$ cat src/rtl/uart_rx.sv
// UART receiver: 2-flop synchronised line, mid-bit sampling, valid/ready word output.
// Define UART_RX_PARITY_EN to add an even-parity bit between the data bits and the stop bit.
module uart_rx #(
    parameter int DATA_WIDTH = 8,
    parameter int BAUD_RATE  = 115200,
    parameter int CLK_FREQ   = 100_000_000
) (
    input  logic                  clk,
    input  logic                  rst,
    input  logic                  rxsig,
    output logic [DATA_WIDTH-1:0] rxdata,
    output logic                  rxvalid,
    input  logic                  rxready,
    output logic                  rxerr,
    output logic                  rxovf
);

    localparam int PULSE_WIDTH      = CLK_FREQ / BAUD_RATE;
    localparam int HALF_PULSE_WIDTH = PULSE_WIDTH / 2;
    localparam int CW               = $clog2(PULSE_WIDTH + 1);
    localparam int BW               = $clog2(DATA_WIDTH + 1);

`ifdef UART_RX_PARITY_EN
    typedef enum logic [2:0] {IDLE, START, DATA, PARITY, STOP} state_t;
`else
    typedef enum logic [1:0] {IDLE, START, DATA, STOP} state_t;
`endif

    state_t                state_q, state_d;
    logic [1:0]            sync_q;
    logic                  line;
    logic [CW-1:0]         clk_cnt_q, clk_cnt_d;
    logic [BW-1:0]         bit_cnt_q, bit_cnt_d;
    logic [DATA_WIDTH-1:0] shift_q, shift_d;
    logic                  armed_q, armed_d;
    logic                  word_done, frame_bad;
`ifdef UART_RX_PARITY_EN
    logic                  par_err_q, par_err_d;
`endif

    assign line = sync_q[1];

    always_ff @(posedge clk or posedge rst) begin
        if (rst) begin
            sync_q    <= 2'b11;
            state_q   <= IDLE;
            clk_cnt_q <= '0;
            bit_cnt_q <= '0;
            shift_q   <= '0;
            armed_q   <= 1'b0;
`ifdef UART_RX_PARITY_EN
            par_err_q <= 1'b0;
`endif
        end else begin
            sync_q    <= {sync_q[0], rxsig};
            state_q   <= state_d;
            clk_cnt_q <= clk_cnt_d;
            bit_cnt_q <= bit_cnt_d;
            shift_q   <= shift_d;
            armed_q   <= armed_d;
`ifdef UART_RX_PARITY_EN
            par_err_q <= par_err_d;
`endif
        end
    end

    always_comb begin
        state_d   = state_q;
        clk_cnt_d = clk_cnt_q;
        bit_cnt_d = bit_cnt_q;
        shift_d   = shift_q;
        armed_d   = armed_q;
        word_done = 1'b0;
        frame_bad = 1'b0;
`ifdef UART_RX_PARITY_EN
        par_err_d = par_err_q;
`endif
        case (state_q)
            IDLE: begin
                // Only a falling edge after a seen-high line starts a frame.
                if (line) begin
                    armed_d = 1'b1;
                end else if (armed_q) begin
                    state_d   = START;
                    clk_cnt_d = CW'(HALF_PULSE_WIDTH - 1);
                    armed_d   = 1'b0;
                end
            end
            START: begin
                if (clk_cnt_q != '0) begin
                    clk_cnt_d = clk_cnt_q - 1'b1;
                end else if (!line) begin
                    state_d   = DATA;
                    clk_cnt_d = CW'(PULSE_WIDTH - 1);
                    bit_cnt_d = '0;
                end else begin
                    state_d = IDLE;
                end
            end
            DATA: begin
                if (clk_cnt_q != '0) begin
                    clk_cnt_d = clk_cnt_q - 1'b1;
                end else begin
                    shift_d   = {line, shift_q[DATA_WIDTH-1:1]};
                    clk_cnt_d = CW'(PULSE_WIDTH - 1);
                    if (bit_cnt_q == BW'(DATA_WIDTH - 1)) begin
`ifdef UART_RX_PARITY_EN
                        state_d = PARITY;
`else
                        state_d = STOP;
`endif
                    end else begin
                        bit_cnt_d = bit_cnt_q + 1'b1;
                    end
                end
            end
`ifdef UART_RX_PARITY_EN
            PARITY: begin
                if (clk_cnt_q != '0) begin
                    clk_cnt_d = clk_cnt_q - 1'b1;
                end else begin
                    // Even parity: the parity bit equals the XOR of the data bits.
                    par_err_d = line ^ (^shift_q);
                    state_d   = STOP;
                    clk_cnt_d = CW'(PULSE_WIDTH - 1);
                end
            end
`endif
            STOP: begin
                if (clk_cnt_q != '0) begin
                    clk_cnt_d = clk_cnt_q - 1'b1;
                end else begin
                    state_d = IDLE;
`ifdef UART_RX_PARITY_EN
                    if (line && !par_err_q) word_done = 1'b1;
                    else                    frame_bad = 1'b1;
`else
                    if (line) word_done = 1'b1;
                    else      frame_bad = 1'b1;
`endif
                end
            end
            default: state_d = IDLE;
        endcase
    end

    always_ff @(posedge clk or posedge rst) begin
        if (rst) begin
            rxdata  <= '0;
            rxvalid <= 1'b0;
            rxerr   <= 1'b0;
            rxovf   <= 1'b0;
        end else begin
            rxerr <= frame_bad;
            // A word landing on a consumed slot is a plain reload, not an overflow.
            rxovf <= word_done && rxvalid && !rxready;
            if (word_done) begin
                rxdata  <= shift_q;
                rxvalid <= 1'b1;
            end else if (rxvalid && rxready) begin
                rxvalid <= 1'b0;
            end
        end
    end

endmodule

$ cat config.mk
export PLATFORM = sky130hd
export DESIGN_NAME = uart_rx
export DESIGN_NICKNAME = d
export VERILOG_FILES = /design/src/rtl/uart_rx.sv
export SDC_FILE = /design/constraint.sdc
export NUM_CORES = 1
export LEC_CHECK = 0
export ABC_CLOCK_PERIOD_IN_PS = 2600
export CORE_MARGIN = 2
export CORE_UTILIZATION = 58
export CTS_BUF_LIST = sky130_fd_sc_hd__clkbuf_16
export CTS_CLUSTER_DIAMETER = 80
export DETAILED_ROUTE_END_ITERATION = 8
export HOLD_SLACK_MARGIN = 0.12
export MAX_ROUTING_LAYER = met4
export PLACE_DENSITY = 0.8
export SLEW_MARGIN = 25
export SYNTH_ARGS = -nofsm -noshare
export SYNTH_HDL_FRONTEND = slang
export SYNTH_SLANG_ARGS = --single-unit
export TNS_END_PERCENT = 100
$ cat constraint.sdc
create_clock -name clk -period 2.6 [get_ports clk]
set_input_delay 0.39 -clock clk [delete_from_list [all_inputs] [get_ports clk]]
set_output_delay 0.39 -clock clk [all_outputs]
set_load 0.02 [all_outputs]
; Yosys cells after proc, flatten, opt, wreduce, memory -nomap -nowiden
; Cells that the tools add are included.
[classes]
n_eq_ne = 14
reduce_logical = 12
addsub = 2
mux = 28
n_bitwise = 1
[op_table]
columns = op, n
row1 = $mux 10, 6
row2 = $pmux 10 s4, 1
row3 = $ne 2x2->1 const B, 9
row4 = $mux 4, 4
row5 = $mux 2, 7
row6 = $reduce_bool 10->1, 1
row7 = $sub 10x1->10 const B, 1
row8 = $mux 1, 8
row9 = $pmux 2 s4, 1
row10 = $pmux 4 s2, 1
row11 = $reduce_and 6->1, 1
row12 = $reduce_and 5->1, 1
row13 = $add 4x1->4 const B, 1
row14 = $eq 2x2->1 const B, 2
row15 = $eq 4x3->1 const B, 1
row16 = $reduce_and 4->1, 1
row17 = $reduce_bool 2->1, 2
row18 = $logic_and 1x1->1, 3
row19 = $ne 3x3->1 const B, 1
row20 = $eq 2x1->1 const B, 1
row21 = $logic_not 2->1, 1
row22 = $reduce_and 2->1, 1
row23 = $logic_not 1->1, 1
row24 = $not 1->1, 1
[word_totals]
word_cells = 67
regBits = 38
input_bits = 4
output_inout_bits = 11

; Depth between registers and ports, before layout
; Gate-level depths: netlist (run 1).
[depth]
word_depth = 5
depth_mapped = 8
mapped_depth_nobuf = 6

; Worst setup path after synthesis (run 1)
; No wires, ideal clock.
[synth_timing]
path_kind = register to register
start = reg clk_cnt_q[0]
end = reg rxdata[0]
setup_ps = 125
synth_period_minus_slack_ps = 2293
arrival_ps = 2168
slack_ps = 307
path_buffers = 2
required_ps = 2475
stages_incl_launch_ff = 9
cell_sequence = dfrtp_1 inv_1 ha_1 or4b_4 buf_6 nor3_4 and3_4 buf_12 mux2_4
[synth_between]
elab_chain_len = 3
[synth_rtl]
columns = element, line
row1 = "start, declared", 32  ; logic [CW-1:0] clk_cnt_q, clk_cnt_d;
row2 = "start signal, assigned", 57  ; clk_cnt_q <= clk_cnt_d;
row3 = $reduce_bool 10->1, 130  ; if (clk_cnt_q != '0) begin
row4 = $mux 1, 130
row5 = $mux 1, 78  ; case (state_q)
row6 = "end signal, assigned", 158  ; rxdata <= shift_q;
row7 = "end, declared", 11  ; output logic [DATA_WIDTH-1:0] rxdata,
; Every way passes these cells.
; A chain may end at the register's enable or synchronous reset.

; Worst setup path after layout (run 1)
[layout_timing]
start = reg clk_cnt_q[0]
end = reg rxdata[4]
; The elaborated chain is that of the path after synthesis.

==> parameters.txt, run 1 <==
Parameter                              Value

Logic synthesis
  Syn nets    194
  Sequential fraction of the synthesis area    0.474
  Number of enable flip-flop cells after synthesis    0
  Most used DFF post-synth    dfrtp_1
  Post-synthesis register bit count    38
  Most common library cells after synthesis    36 x dfrtp_1, 10 x clkbuf_1, 10 x inv_1, 10 x o21ai_0, 9 x nor2_1
  Total number of yosys warnings    0
  Fraction of synthesis flops using an asynchronous set or reset pin    1.00
  Distinct cells, synth    49
  Synthesized area per cell    11.0 um2
  Area of the mapped netlist    2010 um2
  Count leader, synth    dfrtp_1
  Count of mapped cells out of synthesis    183
  Portion of synthesized cell area occupied by the leading cell type    0.448
  Largest area contributor in the synthesized netlist    dfrtp_1
  Synth top area cells    dfrtp_1 45%, mux2_4 6.0%, mux2_2 4.5%

Die
  Area of the placeable core    3340 um2
  I/O pins    15
  Die Width    62.9 um
  Effective utilization at floorplan    0.603
  Area of the die    3960 um2
  Vertical die dimension    62.9 um
  FP Rows    21

Clock tree
  Post-cts repair resize count    0
  Number of H-tree levels    2
  Clk slew on worst S/H paths    50 ps
  Clock Path Buffers    2
  Number of buffers added by the clock tree synthesis step    5
  Clk Latency, worst-skew pair    280 ps
  Cell chosen for the clock root    clkbuf_16
  # clock sinks    38
  Count of hold-fix buffers inserted at cts    0
  Post-CTS setup buffers    0
  Clock tree from TritonCTS    built

Timing
  Relative slew slack    0.684
  Summed negative setup slack over all endpoints    0 ps
  Number of setup violations in the final report    0
  Clock skew    4.81 ps
  Highest achievable clock rate    0.450 GHz
  Final clock period utilization by the worst path    0.855
  Time the final worst path needs with I/O delays and setup    2220 ps
  Setup repair after global routing missed its margin    no
  Actual slew at the worst max-slew pin    469 ps
  Total count of max-transition violations in the final report    0
  Number of failing hold endpoints at the final stage    0

Global route
  Total routing usage reported by global routing    0.245
  Most utilized layer in the global route result    met2
  Maximum number of pins on one net before global-route repair    39
  Antenna violations before repair    0
  Overflow left after global routing    0
  Grt met3 use    0.0468
  First-pass GRT wire length    7290 um
  Global Route met1 Usage    0.319
  Via count of the first global-routing pass    1491
  Met2 routing resource usage after global routing    0.382

Cells and area
  # nets final    207
  Layout overhead on the synthesized area    14.7%
  Diodes inserted    0
  Finished Cell Area    2310 um2
  Post-Route Utilization    0.692
  Share of final-layout standard cells stronger than drive strength 1    0.193

Power and ir drop
  Highest ir drop seen on vdd    0.620 mV
  Leakage power total    1.04 nW
  Pwr/cell area    1020 nW/um2

Route
  Vias per inst    6.39
  Initial DRC count    126
  ANT nets after route    0
  Drt drc    0
  Final Routed Wirelength    4170 um
  1st-pass router iterations    6
  Post-DR wirelength/cell    17.2 um
  Detailed-route via count    1552

Critical path
  Setup crit start kind    flip-flop
  Maximum fanout along the worst path    8
  Type of element capturing the critical path    flip-flop
  Register-to-register path setup slack    380 ps
  Arrival @ worst endpoint    2380 ps
  Required time of the critical path    2760 ps
  Number of cells on the worst reg-to-reg path    6
  Launch point of the worst reg-to-reg path    clk_cnt_q[0]
  Critical path class    flip-flop to flip-flop
  Origin of the worst setup path    clk_cnt_q[0]
  Endpoint of the worst-slack reg-to-reg timing path    rxdata[4]

Worst hold path
  Startpoint of the most critical hold path    sync_q[0]
  Class of the worst hold path    flip-flop to flip-flop
  Number of instances on the worst hold path    0
  Hold path endpoint    sync_q[1]

Placed design
  Instance area after placement    2170 um2
  Post-detailed-placement half-perimeter wirelength    2870 um
  Number of buffers inserted by port buffering    14
  Routability cong.    0.862

Status
  Outcome    completed

Run
  Count of max-cap constraint violations    0
cells in the final DEF, fill, tap and decap left out, types with 3 or more instances in the layout:
cell type	instances
mux2_2	8
nand2b_1	3
nor4_1	3
clkdlybuf4s50_1	14
ha_1	7
o41ai_1	3
nor2_1	9
o21ai_0	10
nand3_1	7
o211ai_1	4
o31ai_1	5
nor3_1	6
inv_1	10
buf_4	5
nand2_1	7
clkbuf_16	5
mux2_4	8
o2bb2ai_1	3
a31oi_1	3
dfrtp_1	36
cells by family (layout without fill, tap and decap cells):
| family | count (synthesis) | after routing | synth area share |
|---|---|---|---|
| flip-flops | 38 | 38 | 0.474 |
| adder cells (fa/ha/maj) | 7 | 7 | 0.0435 |
| multiplexers | 18 | 18 | 0.114 |
| buffers and inverters | 23 | 37 | 0.0585 |
| AO/OA/AOI/OAI | 45 | 45 | 0.161 |
| AND/OR/NAND/NOR | 52 | 52 | 0.149 |
power by group:
part           switching (mW)  total, mW  internal, mW
Combinational           0.599      0.991         0.392
Sequential              0.105      0.791         0.686
Clock                   0.219      0.568         0.349
Total                   0.924       2.35          1.43
per-layer routing:
layer | vias to the layer above | routed length, um
li1 | 706 | -
met1 | 753 | 1740
met2 | 79 | 2070
met3 | 14 | 255
met4 | 0 | 109
met5 | - | 0
cell type report:
cell class                 count  area [um2]
clock buffer                   5         125
clock inverter                 3        16.3
fill                         252        1030
inverter                      10        37.5
multi-input combinational    122         941
sequential                    38         953
tap                           46        57.6
timing repair buffer          19         178
metrics by stage:
stage | hold WS (ps) | worst slack [ps] | total power, mW | instances
2_1_floorplan | 345 | 307 | 1.56 | 183
3_3_place_gp | 345 | 449 | 1.70 | 235
3_5_place_dp | 347 | 385 | 1.75 | 235
4_1_cts | 355 | 383 | 2.33 | 243
5_1_grt | 360 | 271 | 2.51 | 243
6_report | 354 | 376 | 2.35 | 243
worst max path at each step:
| stage | slack [ps] | depth (start not counted) | to |
|---|---|---|---|
| 6_report | 380 | 6 | rxdata[4] |
| 5_1_grt | 270 | 6 | rxdata[5] |
| 4_1_cts | 380 | 6 | rxdata[5] |
| 3_5_place_dp | 380 | 6 | rxdata[4] |
| 3_3_place_gp | 450 | 6 | rxdata[4] |
| 2_1_floorplan | 310 | 8 | rxdata[0] |
registers in the layout (all words and copies together), names as in the netlist, named ones only:
name	flops
rxerr	1
shift_q	8
clk_cnt_q	10
state_q	1
armed_q	1
rxovf	1
bit_cnt_q	4
rxdata	8
rxvalid	1
sync_q	2
critical path, cell delays in order, from the launching register on:
cell     delay (ps)
dfrtp_1         410
inv_1            70
ha_1            170
or4b_4          530
nor3_4          280
and3_4          330
mux2_4          320
Power figures use the tool's default switching activity.
==> run 2: changes to the inputs <==
ABC_CLOCK_PERIOD_IN_PS = unset   (was 2600)
==> results of run 2 <==
Final layout, timing and power as in run 1 (identical DEF).
==> run 3: changes to the inputs <==
clock period = 2.5 ns   (was 2.6 ns; I/O delays follow)
==> run 3 against run 2 <==
Clock-buffer cell count did not move. Via count fell by 1.9%. First-iteration DRC count fell by 7.9%. Critical path depth did not move. Power rose by 4.1%. Die area did not move. Combinational power rose by 5%. Setup slack got worse by 160 ps. Worst hold slack improved by 7.7 ps. Critical path type unchanged. Largest cell class unchanged. Largest power group unchanged. Highest routed layer unchanged.
==> parameters.txt, run 3 (synthesis gave the netlist of run 1 again) <==
Parameter                              Value

Status
  Outcome    completed

Timing
  Actual slew at the worst max-slew pin    472 ps (+3.19 ps)
  Clock skew    1.98 ps (-2.83 ps)
  Summed negative setup slack over all endpoints    0 ps (unchanged)
  Highest achievable clock rate    0.438 GHz (-2.7%)
  Number of failing hold endpoints at the final stage    0 (unchanged)
  Relative slew slack    0.681 (-0.00216)
  Setup repair after global routing missed its margin    no
  Final clock period utilization by the worst path    0.914 (+0.0587)
  Total count of max-transition violations in the final report    0 (unchanged)
  Number of setup violations in the final report    0 (unchanged)
  Time the final worst path needs with I/O delays and setup    2290 ps (+61.3 ps)

Clock tree
  Clock Path Buffers    2 (unchanged)
  Post-CTS setup buffers    0 (unchanged)
  # clock sinks    38 (unchanged)
  Clk slew on worst S/H paths    50 ps (about the same)
  Clock tree from TritonCTS    built
  Post-cts repair resize count    0 (unchanged)
  Count of hold-fix buffers inserted at cts    0 (unchanged)
  Number of H-tree levels    2 (unchanged)
  Cell chosen for the clock root    clkbuf_16
  Clk Latency, worst-skew pair    280 ps (about the same)
  Number of buffers added by the clock tree synthesis step    5 (unchanged)

Global route
  First-pass GRT wire length    7530 um (+3.3%)
  Overflow left after global routing    0 (unchanged)
  Maximum number of pins on one net before global-route repair    39 (unchanged)
  Antenna violations before repair    0 (unchanged)
  Total routing usage reported by global routing    0.253 (+0.00739)
  Via count of the first global-routing pass    1521 (+2.0%)

Die
  I/O pins    15 (unchanged)
  FP Rows    21 (unchanged)
  Die Width    62.9 um (unchanged)
  Area of the die    3960 um2 (unchanged)
  Effective utilization at floorplan    0.603 (unchanged)
  Vertical die dimension    62.9 um (unchanged)
  Area of the placeable core    3340 um2 (unchanged)

Critical path
  Critical path class    flip-flop to flip-flop
  Buffers & Inverters on Critical Path    1 (unchanged)
  Arrival @ worst endpoint    2440 ps (+60 ps)
  Dominant delay contributor by cell family on the critical path    simple AND/OR/NAND/NOR gates
  Crit path max-delay cell type    or4b_4
  Cell-by-cell listing of the critical path    inv_1 -> ha_1 -> or4b_4 -> nor3_4 -> and3_4 -> mux2_4
  Maximum fanout along the worst path    8 (unchanged)
  Required time of the critical path    2660 ps (-100 ps)
  Type of element capturing the critical path    flip-flop
  Worst path max stage delay    530 ps (about the same)
  Setup crit start kind    flip-flop

Placed design
  Post-detailed-placement half-perimeter wirelength    3040 um (+5.9%)
  Routability cong.    0.899 (+4.3%)
  Number of buffers inserted by port buffering    14 (unchanged)

Cells and area
  Layout overhead on the synthesized area    15.1%
  Diodes inserted    0 (unchanged)
  Most common library cell in the layout ignoring fill and taps    dfrtp_1
  Biggest register    clk_cnt_q
  Post-Route Utilization    0.694 (+0.00225)
  Number of flip-flops in the largest register    10 (unchanged)
  Share of final-layout standard cells stronger than drive strength 1    0.197 (+0.00408)
  Biggest registers after layout    clk_cnt_q (10), rxdata (8), shift_q (8)
  # nets final    208 (+0.48%)
  Top library cells by usage in the layout, fill and taps aside    36 x dfrtp_1, 14 x clkdlybuf4s50_1, 10 x inv_1, 10 x o21ai_0, 9 x nor2_1

Power and ir drop
  Combinational cell fraction of total power    0.426 (+0.004)
  Pwr/cell area    1060 nW/um2 (+3.7%)
  Fraction of power consumed by the clock network    0.243 (about the same)
  Post-layout total power    2.45 mW (+4.1%)
  Total internal power    1.49 mW (+4.7%)
  Sw Ratio    0.389 (-0.00367)
  Highest ir drop seen on vdd    0.832 mV (+34%)
  Leakage power total    1.04 nW (+0.46%)
  Relative contribution of sequential cells to total power    0.331 (-0.006)
  Net switching power    0.952 mW (+3.1%)

Route
  Drt drc    0 (unchanged)
  Initial DRC count    116 (-7.9%)
  Detailed-route via count    1522 (-1.9%)
  Final Routed Wirelength    4390 um (+5.2%)
  ANT nets after route    0 (unchanged)
  Post-DR wirelength/cell    18.0 um (+4.8%)
  Vias per inst    6.24 (-2.3%)
  1st-pass router iterations    4 (-2)

Run
  Count of max-cap constraint violations    0 (unchanged)

Worst hold path
  Class of the worst hold path    flip-flop to flip-flop
## run 3: worst paths after layout
kind | from | end | slack [ps] | cells past startpoint
min reg2reg | sync_q[0] | sync_q[1] | 360 | 0
max in group asynchronous | rst | sync_q[0] | 1630 | 3
min | sync_q[0] | sync_q[1] | 360 | 0
max reg2reg | clk_cnt_q[0] | rxdata[0] | 210 | 6
max | clk_cnt_q[0] | rxdata[0] | 210 | 6
min in group asynchronous | rst | clk_cnt_q[5] | 520 | 3
## run 3: worst reg2reg max path, stage by stage (launching register included)
cell and delay, ps:
dfrtp_1 410, inv_1 70, ha_1 170, or4b_4 530, nor3_4 330, and3_4 340
mux2_4 320
## run 3: layer usage
layer | share of wire | up-vias | global-route usage
li1 | - | 704 | -
met1 | 0.43 | 746 | 0.328
met2 | 0.50 | 62 | 0.399
met3 | 0.054 | 10 | 0.0486
met4 | 0.013 | 0 | 0.0861
met5 | 0 | - | -
## run 3: power groups by stage
stage	registers, mW	logic [mW]	clock network [mW]
2_1_floorplan	0.788	0.838	0
3_3_place_gp	0.807	0.969	0
3_5_place_dp	0.815	1.02	0
4_1_cts	0.805	1.03	0.605
5_1_grt	0.824	1.15	0.641
6_report	0.810	1.04	0.593
## run 3: layout make-up
class                   count  area (um2)
fillers                   252        1020
flip-flops and latches     38         953
multi-input cells         122         941
repair buffers             20         185
clock buffers               5         125
well taps                  46        57.6
inverters                  10        37.5
clock inverters             3        16.3
## run 3: per-stage QoR
step	worst slack, ps	instances	area [um2]	hold WS (ps)
finish	215	244	2320	362
global route	103	244	2320	363
CTS	220	244	2320	361
detailed placement	243	236	2170	353
global placement	336	236	2170	347
floorplan	207	183	2010	345
